### src/rtl/restador_pkg.sv
// Shared types and defaults for the bit-serial subtractor.
package restador_pkg;

  localparam int unsigned RESTADOR_WIDTH = 4;

  typedef enum logic {
    IDLE  = 1'b0,
    SHIFT = 1'b1
  } restador_state_t;

endpackage

### src/rtl/restador_fa.sv
// Combinational 1-bit full adder used as the serial subtract step.
module restador_fa (
  input  logic a,
  input  logic b,
  input  logic cin,
  output logic s,
  output logic cout
);

  // Sum and majority carry.
  always_comb begin
    s    = a ^ b ^ cin;
    cout = (a & b) | (a & cin) | (b & cin);
  end

endmodule

### src/rtl/restador_serial.sv
// Bit-serial unsigned subtractor: restador = A - B mod 2^WIDTH, computed as
// A + ~B + 1 one bit per cycle, LSB first. C_out = 1 means no borrow.
module restador_serial
  import restador_pkg::*;
#(
  parameter int unsigned WIDTH = RESTADOR_WIDTH
) (
  input  logic             clk,
  input  logic             rst,
  input  logic [WIDTH-1:0] A,
  input  logic [WIDTH-1:0] B,
  input  logic             sel,
  output logic [WIDTH-1:0] restador,
  output logic             C_out,
  output logic             busy,
  output logic             done
);

  localparam int unsigned CW = $clog2(WIDTH + 1);

  restador_state_t state_q, state_d;
  logic             sel_q;
  logic [WIDTH-1:0] a_sh_q, a_sh_d;
  logic [WIDTH-1:0] b_sh_q, b_sh_d;
  logic [WIDTH-1:0] res_sh_q, res_sh_d;
  logic             carry_q, carry_d;
  logic [CW-1:0]    cnt_q, cnt_d;
  logic [WIDTH-1:0] restador_q, restador_d;
  logic             c_out_q, c_out_d;
  logic             done_q, done_d;

  logic start;
  logic fa_s, fa_cout;

  assign start = sel & ~sel_q;

  restador_fa u_fa (
    .a    (a_sh_q[0]),
    .b    (b_sh_q[0]),
    .cin  (carry_q),
    .s    (fa_s),
    .cout (fa_cout)
  );

  // Next-state, datapath and output-register updates.
  always_comb begin
    state_d    = state_q;
    a_sh_d     = a_sh_q;
    b_sh_d     = b_sh_q;
    res_sh_d   = res_sh_q;
    carry_d    = carry_q;
    cnt_d      = cnt_q;
    restador_d = restador_q;
    c_out_d    = c_out_q;
    done_d     = 1'b0;
    unique case (state_q)
      IDLE: begin
        if (start) begin
          a_sh_d  = A;
          b_sh_d  = ~B;
          carry_d = 1'b1;
          cnt_d   = '0;
          state_d = SHIFT;
        end
      end
      SHIFT: begin
        a_sh_d   = a_sh_q >> 1;
        b_sh_d   = b_sh_q >> 1;
        res_sh_d = {fa_s, res_sh_q[WIDTH-1:1]};
        carry_d  = fa_cout;
        cnt_d    = cnt_q + 1'b1;
        // Last step publishes straight from the adder so the outputs
        // update on the same edge that shifts in the final sum bit.
        if (cnt_q == CW'(WIDTH - 1)) begin
          restador_d = {fa_s, res_sh_q[WIDTH-1:1]};
          c_out_d    = fa_cout;
          done_d     = 1'b1;
          state_d    = IDLE;
        end
      end
      default: state_d = IDLE;
    endcase
  end

  // State and register update with synchronous reset.
  always_ff @(posedge clk) begin
    if (rst) begin
      state_q    <= IDLE;
      sel_q      <= 1'b0;
      a_sh_q     <= '0;
      b_sh_q     <= '0;
      res_sh_q   <= '0;
      carry_q    <= 1'b0;
      cnt_q      <= '0;
      restador_q <= '0;
      c_out_q    <= 1'b0;
      done_q     <= 1'b0;
    end else begin
      state_q    <= state_d;
      sel_q      <= sel;
      a_sh_q     <= a_sh_d;
      b_sh_q     <= b_sh_d;
      res_sh_q   <= res_sh_d;
      carry_q    <= carry_d;
      cnt_q      <= cnt_d;
      restador_q <= restador_d;
      c_out_q    <= c_out_d;
      done_q     <= done_d;
    end
  end

  assign restador = restador_q;
  assign C_out    = c_out_q;
  assign done     = done_q;
  assign busy     = (state_q == SHIFT);

endmodule

### config.mk
export PLATFORM = sky130hd
export DESIGN_NAME = restador_serial
export DESIGN_NICKNAME = d
export VERILOG_FILES = /design/src/rtl/restador_pkg.sv /design/src/rtl/restador_fa.sv /design/src/rtl/restador_serial.sv
export SDC_FILE = /design/constraint.sdc
export NUM_CORES = 1
export LEC_CHECK = 0
export BUFFER_PORTS_ARGS = -buffer_cell sky130_fd_sc_hd__buf_2
export CORE_MARGIN = 2
export CORE_UTILIZATION = 52
export DETAILED_ROUTE_END_ITERATION = 10
export GPL_TIMING_DRIVEN = 1
export PLACE_DENSITY = 0.84
export SYNTH_ARGS = -nofsm -noshare
export SYNTH_HDL_FRONTEND = slang
export SYNTH_HIERARCHICAL = 1
export SYNTH_SLANG_ARGS = --single-unit
### constraint.sdc
create_clock -name clk -period 1.8 [get_ports clk]
set_clock_uncertainty 0.2 [all_clocks]
set_input_delay 0.45 -clock clk [delete_from_list [all_inputs] [get_ports clk]]
set_output_delay 0.45 -clock clk [all_outputs]
set_load 0.01 [all_outputs]
Word level (Yosys, flattened, before mapping):

Index checks and enable logic that the tools add are counted.

* word-level logic and storage cells: 38
* register bits after elaboration: 24

* eq/ne operators: 2
* bitwise gates (word level): 11
* muxes and demuxes: 12
* add/sub/neg operators: 1
* reduce and logical (&&, ||, !) cells: 2

Operators by type and width (number)
* $pmux 4 s2: 2
* $mux 4: 2
* $pmux 3 s2: 1
* $and 1x1->1: 4
* $mux 1: 4
* $not 4->4: 1
* $pmux 1 s2: 2
* $add 3x1->3 const B: 1
* $eq 3x2->1 const B: 1
* $mux 3: 1
* $ne 2x2->1 const B: 1
* $not 1->1: 2
* $or 1x1->1: 2
* $reduce_and 2->1: 1
* $reduce_or 2->1: 1
* $xor 1x1->1: 2

Depth between registers and ports, before layout:

* word-level depth: 4
* gate-level depth with buffers: 5
* mapped depth without buffers: 5

Modules after synthesis:

Netlist, hierarchy kept.

By module, submodules not included
* restador_serial: sequential area each 460.4 sq um, area each 938.4 sq um, cells each 102, instances 1
* restador_fa: sequential area each 0.0 sq um, area each 20.0 sq um, cells each 1, instances 1

Worst setup path before layout:

Ideal clock, no wire load.

* kind: reg-to-reg
* from: register cnt_q[0]
* to: register state_q (netlist: busy)
* slack: 431 ps
* cell stages (with the launch flop): 5
* clock period less this slack: 1369 ps
* data arrival time: 1104 ps
* buffers on the path: 0
* cell sequence: dfxtp_1 ha_1 ha_1 mux2_1 nor2_1

* word-level cells in the longest chain between the ends: 3

RTL lines
* start, declared: RTL line restador_serial.sv:27 `logic [CW-1:0] cnt_q, cnt_d;`
* start signal, assigned: RTL line restador_serial.sv:105 `cnt_q <= cnt_d;`
* $eq 3x2->1: RTL line restador_serial.sv:74 `if (cnt_q == CW'(WIDTH - 1)) begin`
* $mux 1: RTL line restador_serial.sv:74
* $pmux 1 s2: RTL line restador_serial.sv:56 `unique case (state_q)`
* end signal, assigned: RTL line restador_serial.sv:99 `state_q <= state_d;`
* end, declared: RTL line restador_serial.sv:21 `restador_state_t state_q, state_d;`

No other way between the ends.
A chain may end at the register's enable or synchronous reset.

Worst setup path in the final report:

* from: register sel_q
* to: register b_sh_q[2]

* word-level cells in the longest chain between the ends: 3

RTL lines
* start, declared: RTL line restador_serial.sv:22 `logic sel_q;`
* start signal, assigned: RTL line restador_serial.sv:100 `sel_q <= sel;`
* $not 1->1: RTL line restador_serial.sv:35 `assign start = sel & ~sel_q;`
* $and 1x1->1: RTL line restador_serial.sv:35
* $ne 2x2->1 (no source line)
* end signal, assigned: RTL line restador_serial.sv:102 `b_sh_q <= b_sh_d;`
* end, declared: RTL line restador_serial.sv:24 `logic [WIDTH-1:0] b_sh_q, b_sh_d;`

No other way between the ends.

==> summary.txt <==
Yosys
  – Post-synth EDFFs: 0
  – Synth top area share: 48.04%
  – Cells after synthesis: 103
  – Leading area contributor after synthesis: dfxtp_1
  – Count of different cell masters after synthesis: 25
  – Yosys warning total: 6
  – Synth top area cells: dfxtp_1 (48%), nand2_1 (6.3%), a21oi_1 (4.2%)
  – Syn Area/Cell: 9.305 um2
  – Asr flop ratio synth: 0%
  – Register area share after synthesis: 48.04%
  – Top cells by count, synth: dfxtp_1 (23), nand2_1 (16), nor2_1 (9)
  – Prevailing post-synth register cell: dfxtp_1
  – Post-synthesis cell area: 958.4 um2
  – Top-count cell post-synth: dfxtp_1
  – Synthesis-stage register bit count: 23
  – Post-Synthesis Net Count: 118

Clock network
  – Max clock buf depth: 2
  – PostCTS Resize Cnt: 0
  – Clock sink total: 23
  – Post-CTS setup buffer count: 0
  – CTS tree: yes
  – Reg clk slew, reported paths: 120 ps
  – Clk Latency, worst-skew pair: 310 ps
  – H-Tree Depth: 1
  – Root Buffer: clkbuf_4
  – CTS Hold Bufs: 0
  – TritonCTS buffer count: 3

Power and ir drop
  – Comb pwr share: 12.0%
  – Pint: 666.4 uW
  – Leakage power: 0.4229 nW
  – Clock Power Share: 26.5%
  – Max IR drop VDD: 518.7 uV
  – Total power: 889.6 uW
  – Switch Pwr: 223.1 uW
  – Sequential Power Share: 61.5%
  – Power density cells: 831.6 nW/um2
  – Sw frac: 25.08%

Worst setup path
  – Peak per-stage delay on the critical path: 400 ps
  – Crit-path cells: nand2b_1 > or3_1 > a31oi_1
  – Reg2Reg Depth: 3
  – Reg2reg end: b_sh_q[2]
  – Data arrival, critical path: 1560 ps
  – Buf+Inv Stages, Crit Path: 0
  – CP top delay family: simple AND/OR/NAND/NOR gates
  – Worst path required time: 1840 ps
  – WS Path Type: register to register
  – CP startpoint kind: register
  – Critical-path maximum fanout: 14
  – FF-to-FF setup slack: 280 ps
  – RR Startpoint: sel_q
  – Slowest-stage cell, CP: or3_1
  – Crit. End Element: register
  – CP Launch Point: sel_q

Placement
  – Cell count after placement: 141
  – Final HPWL DP: 1280 um
  – Port buffer count: 17
  – Routability cong.: 0.7365

Run
  – Max_cap viols: 0

STA
  – Post-route clock period utilization: 84.67%
  – RSZ-0062 raised after global routing: no
  – Post-layout minimum cycle time: 1524 ps
  – Final setup fails: 0
  – Max Freq: 656.2 MHz
  – Final setup TNS: 0 ps
  – Final Max Slew Viols: 0
  – Fin. Hold Viols: 0
  – Worst-Margin Slew: 459.6 ps
  – Slew HR: 69.36%

Routing
  – Vias: 768
  – Wire per inst: 11.99 um
  – Drt total wl: 1739 um
  – Initial detailed-routing violation count: 17
  – Final antenna-violating net count: 0
  – DR DRC count: 0
  – Drt first pass iters: 4
  – Vias/cell: 5.297

Finish
  – Post-Layout Cell Count: 145
  – Antenna Cells: 0
  – Layout cell share with drive strength beyond 1: 20.83%
  – Layout area overhead: 11.62%
  – Fillers: 160
  – Multi-input gate area: 440.4 um2
  – Register area: 460.4 um2
  – Post-layout nets: 136

Floorplan
  – Die span in x: 46.93 um
  – Die Y: 46.93 um
  – Ports: 18
  – Placement Rows: 15
  – Die Area: 2202 um2
  – Initial core utilization: 55.51%
  – Placeable Area: 1727 um2

GRT
  – Initial antenna violation count: 0
  – Vias in the first global route: 693
  – GRT Total Usage: 19.32%
  – Total gr overflow: 0
  – Largest net degree at the start of global routing: 24
  – Global-route wire length before repair: 2932 um

Status
  – Status: complete, no violations

Min path
  – Hold Path Sink: b_sh_q[3]
  – WHS Path Cells: 2
  – Hold_sp: B[3]
  – Hold Path Class: primary input to register
[area by class of cell]
type	instances	share of cell area, %
well taps	25	2.924
inverters	3	1.053
flip-flops and latches	23	43.04
clock buffers	4	2.456
multi-input cells	71	41.17
repair buffers	19	9.357
[sequential cells by signal, indices dropped and copies added (netlist names)]
register  count
sel_q         1
b_sh_q        4
res_sh_q      3
busy          1
C_out         1
a_sh_q        4
done          1
restador      4
cnt_q         3
carry_q       1
[logic make-up (layout without fill, tap and decap cells)]
family / count (synthesis) / after routing / synth area share, %
AND/OR/NAND/NOR: 46 / 46 / 23.24
flip-flops: 23 / 23 / 48.04
AO/OA/AOI/OAI: 16 / 16 / 11.36
buffers and inverters: 9 / 26 / 6.005
multiplexers: 5 / 5 / 5.353
adder cells (fa/ha/maj): 4 / 4 / 6.006
[worst max-delay path by stage]
stage | cells after the start | slack [ps] | end
floorplan | 4 | 430 | busy
global placement | 4 | 220 | b_sh_q[2]
detailed placement | 4 | 120 | b_sh_q[2]
CTS | 3 | 270 | b_sh_q[2]
global route | 3 | 120 | b_sh_q[0]
finish | 3 | 280 | b_sh_q[2]
[placed cells by master, fill, tap and decap left out]
cell type,count
ha_1,3
nor2_1,9
nor3_1,1
a221oi_1,1
a31oi_1,3
a21oi_1,8
inv_2,1
and2b_4,1
nand2b_1,3
nor3b_1,1
clkbuf_4,3
nor2b_1,1
inv_1,2
nand3b_1,3
a311oi_1,3
dfxtp_1,23
clkbuf_1,1
mux2i_1,4
buf_4,2
nand3_1,8
buf_2,17
a2111oi_2,1
mux2_1,1
fa_1,1
or3_1,3
nand2_1,16
[power by group through the flow]
stage | sequential [mW] | combinational, mW | clock (mW)
2_1_floorplan | 0.557 | 0.0837 | 0
3_3_place_gp | 0.558 | 0.100 | 0
3_5_place_dp | 0.559 | 0.107 | 0
4_1_cts | 0.548 | 0.107 | 0.240
5_1_grt | 0.551 | 0.122 | 0.268
6_report | 0.547 | 0.106 | 0.236
[per-stage QoR]
| stage | area (um2) | util, % | setup slack [ps] | hold slack [ps] |
|---|---|---|---|---|
| finish | 1070 | 61.96 | 276.0 | 135.2 |
| global route | 1070 | 61.96 | 117.9 | 109.5 |
| CTS | 1070 | 61.96 | 271.7 | 137.1 |
| detailed placement | 1044 | 60.43 | 124.3 | 248.8 |
| global placement | 1044 | 60.43 | 216.7 | 238.4 |
| floorplan | 958.4 | - | 431.4 | 254.6 |
[metal layers]
| metal | wire length, um | global-route usage [%] | vias to the layer above | part of all wire, % |
|---|---|---|---|---|
| met2 | 914 | 32.60 | 14 | 53 |
| met3 | 48 | 3.462 | 5 | 2.8 |
| met5 | 0 | 0 | - | 0 |
| met4 | 38 | 10.00 | 0 | 2.2 |
| li1 | - | - | 391 | - |
| met1 | 737 | 23.44 | 358 | 42 |
Power figures use the tool's default switching activity.
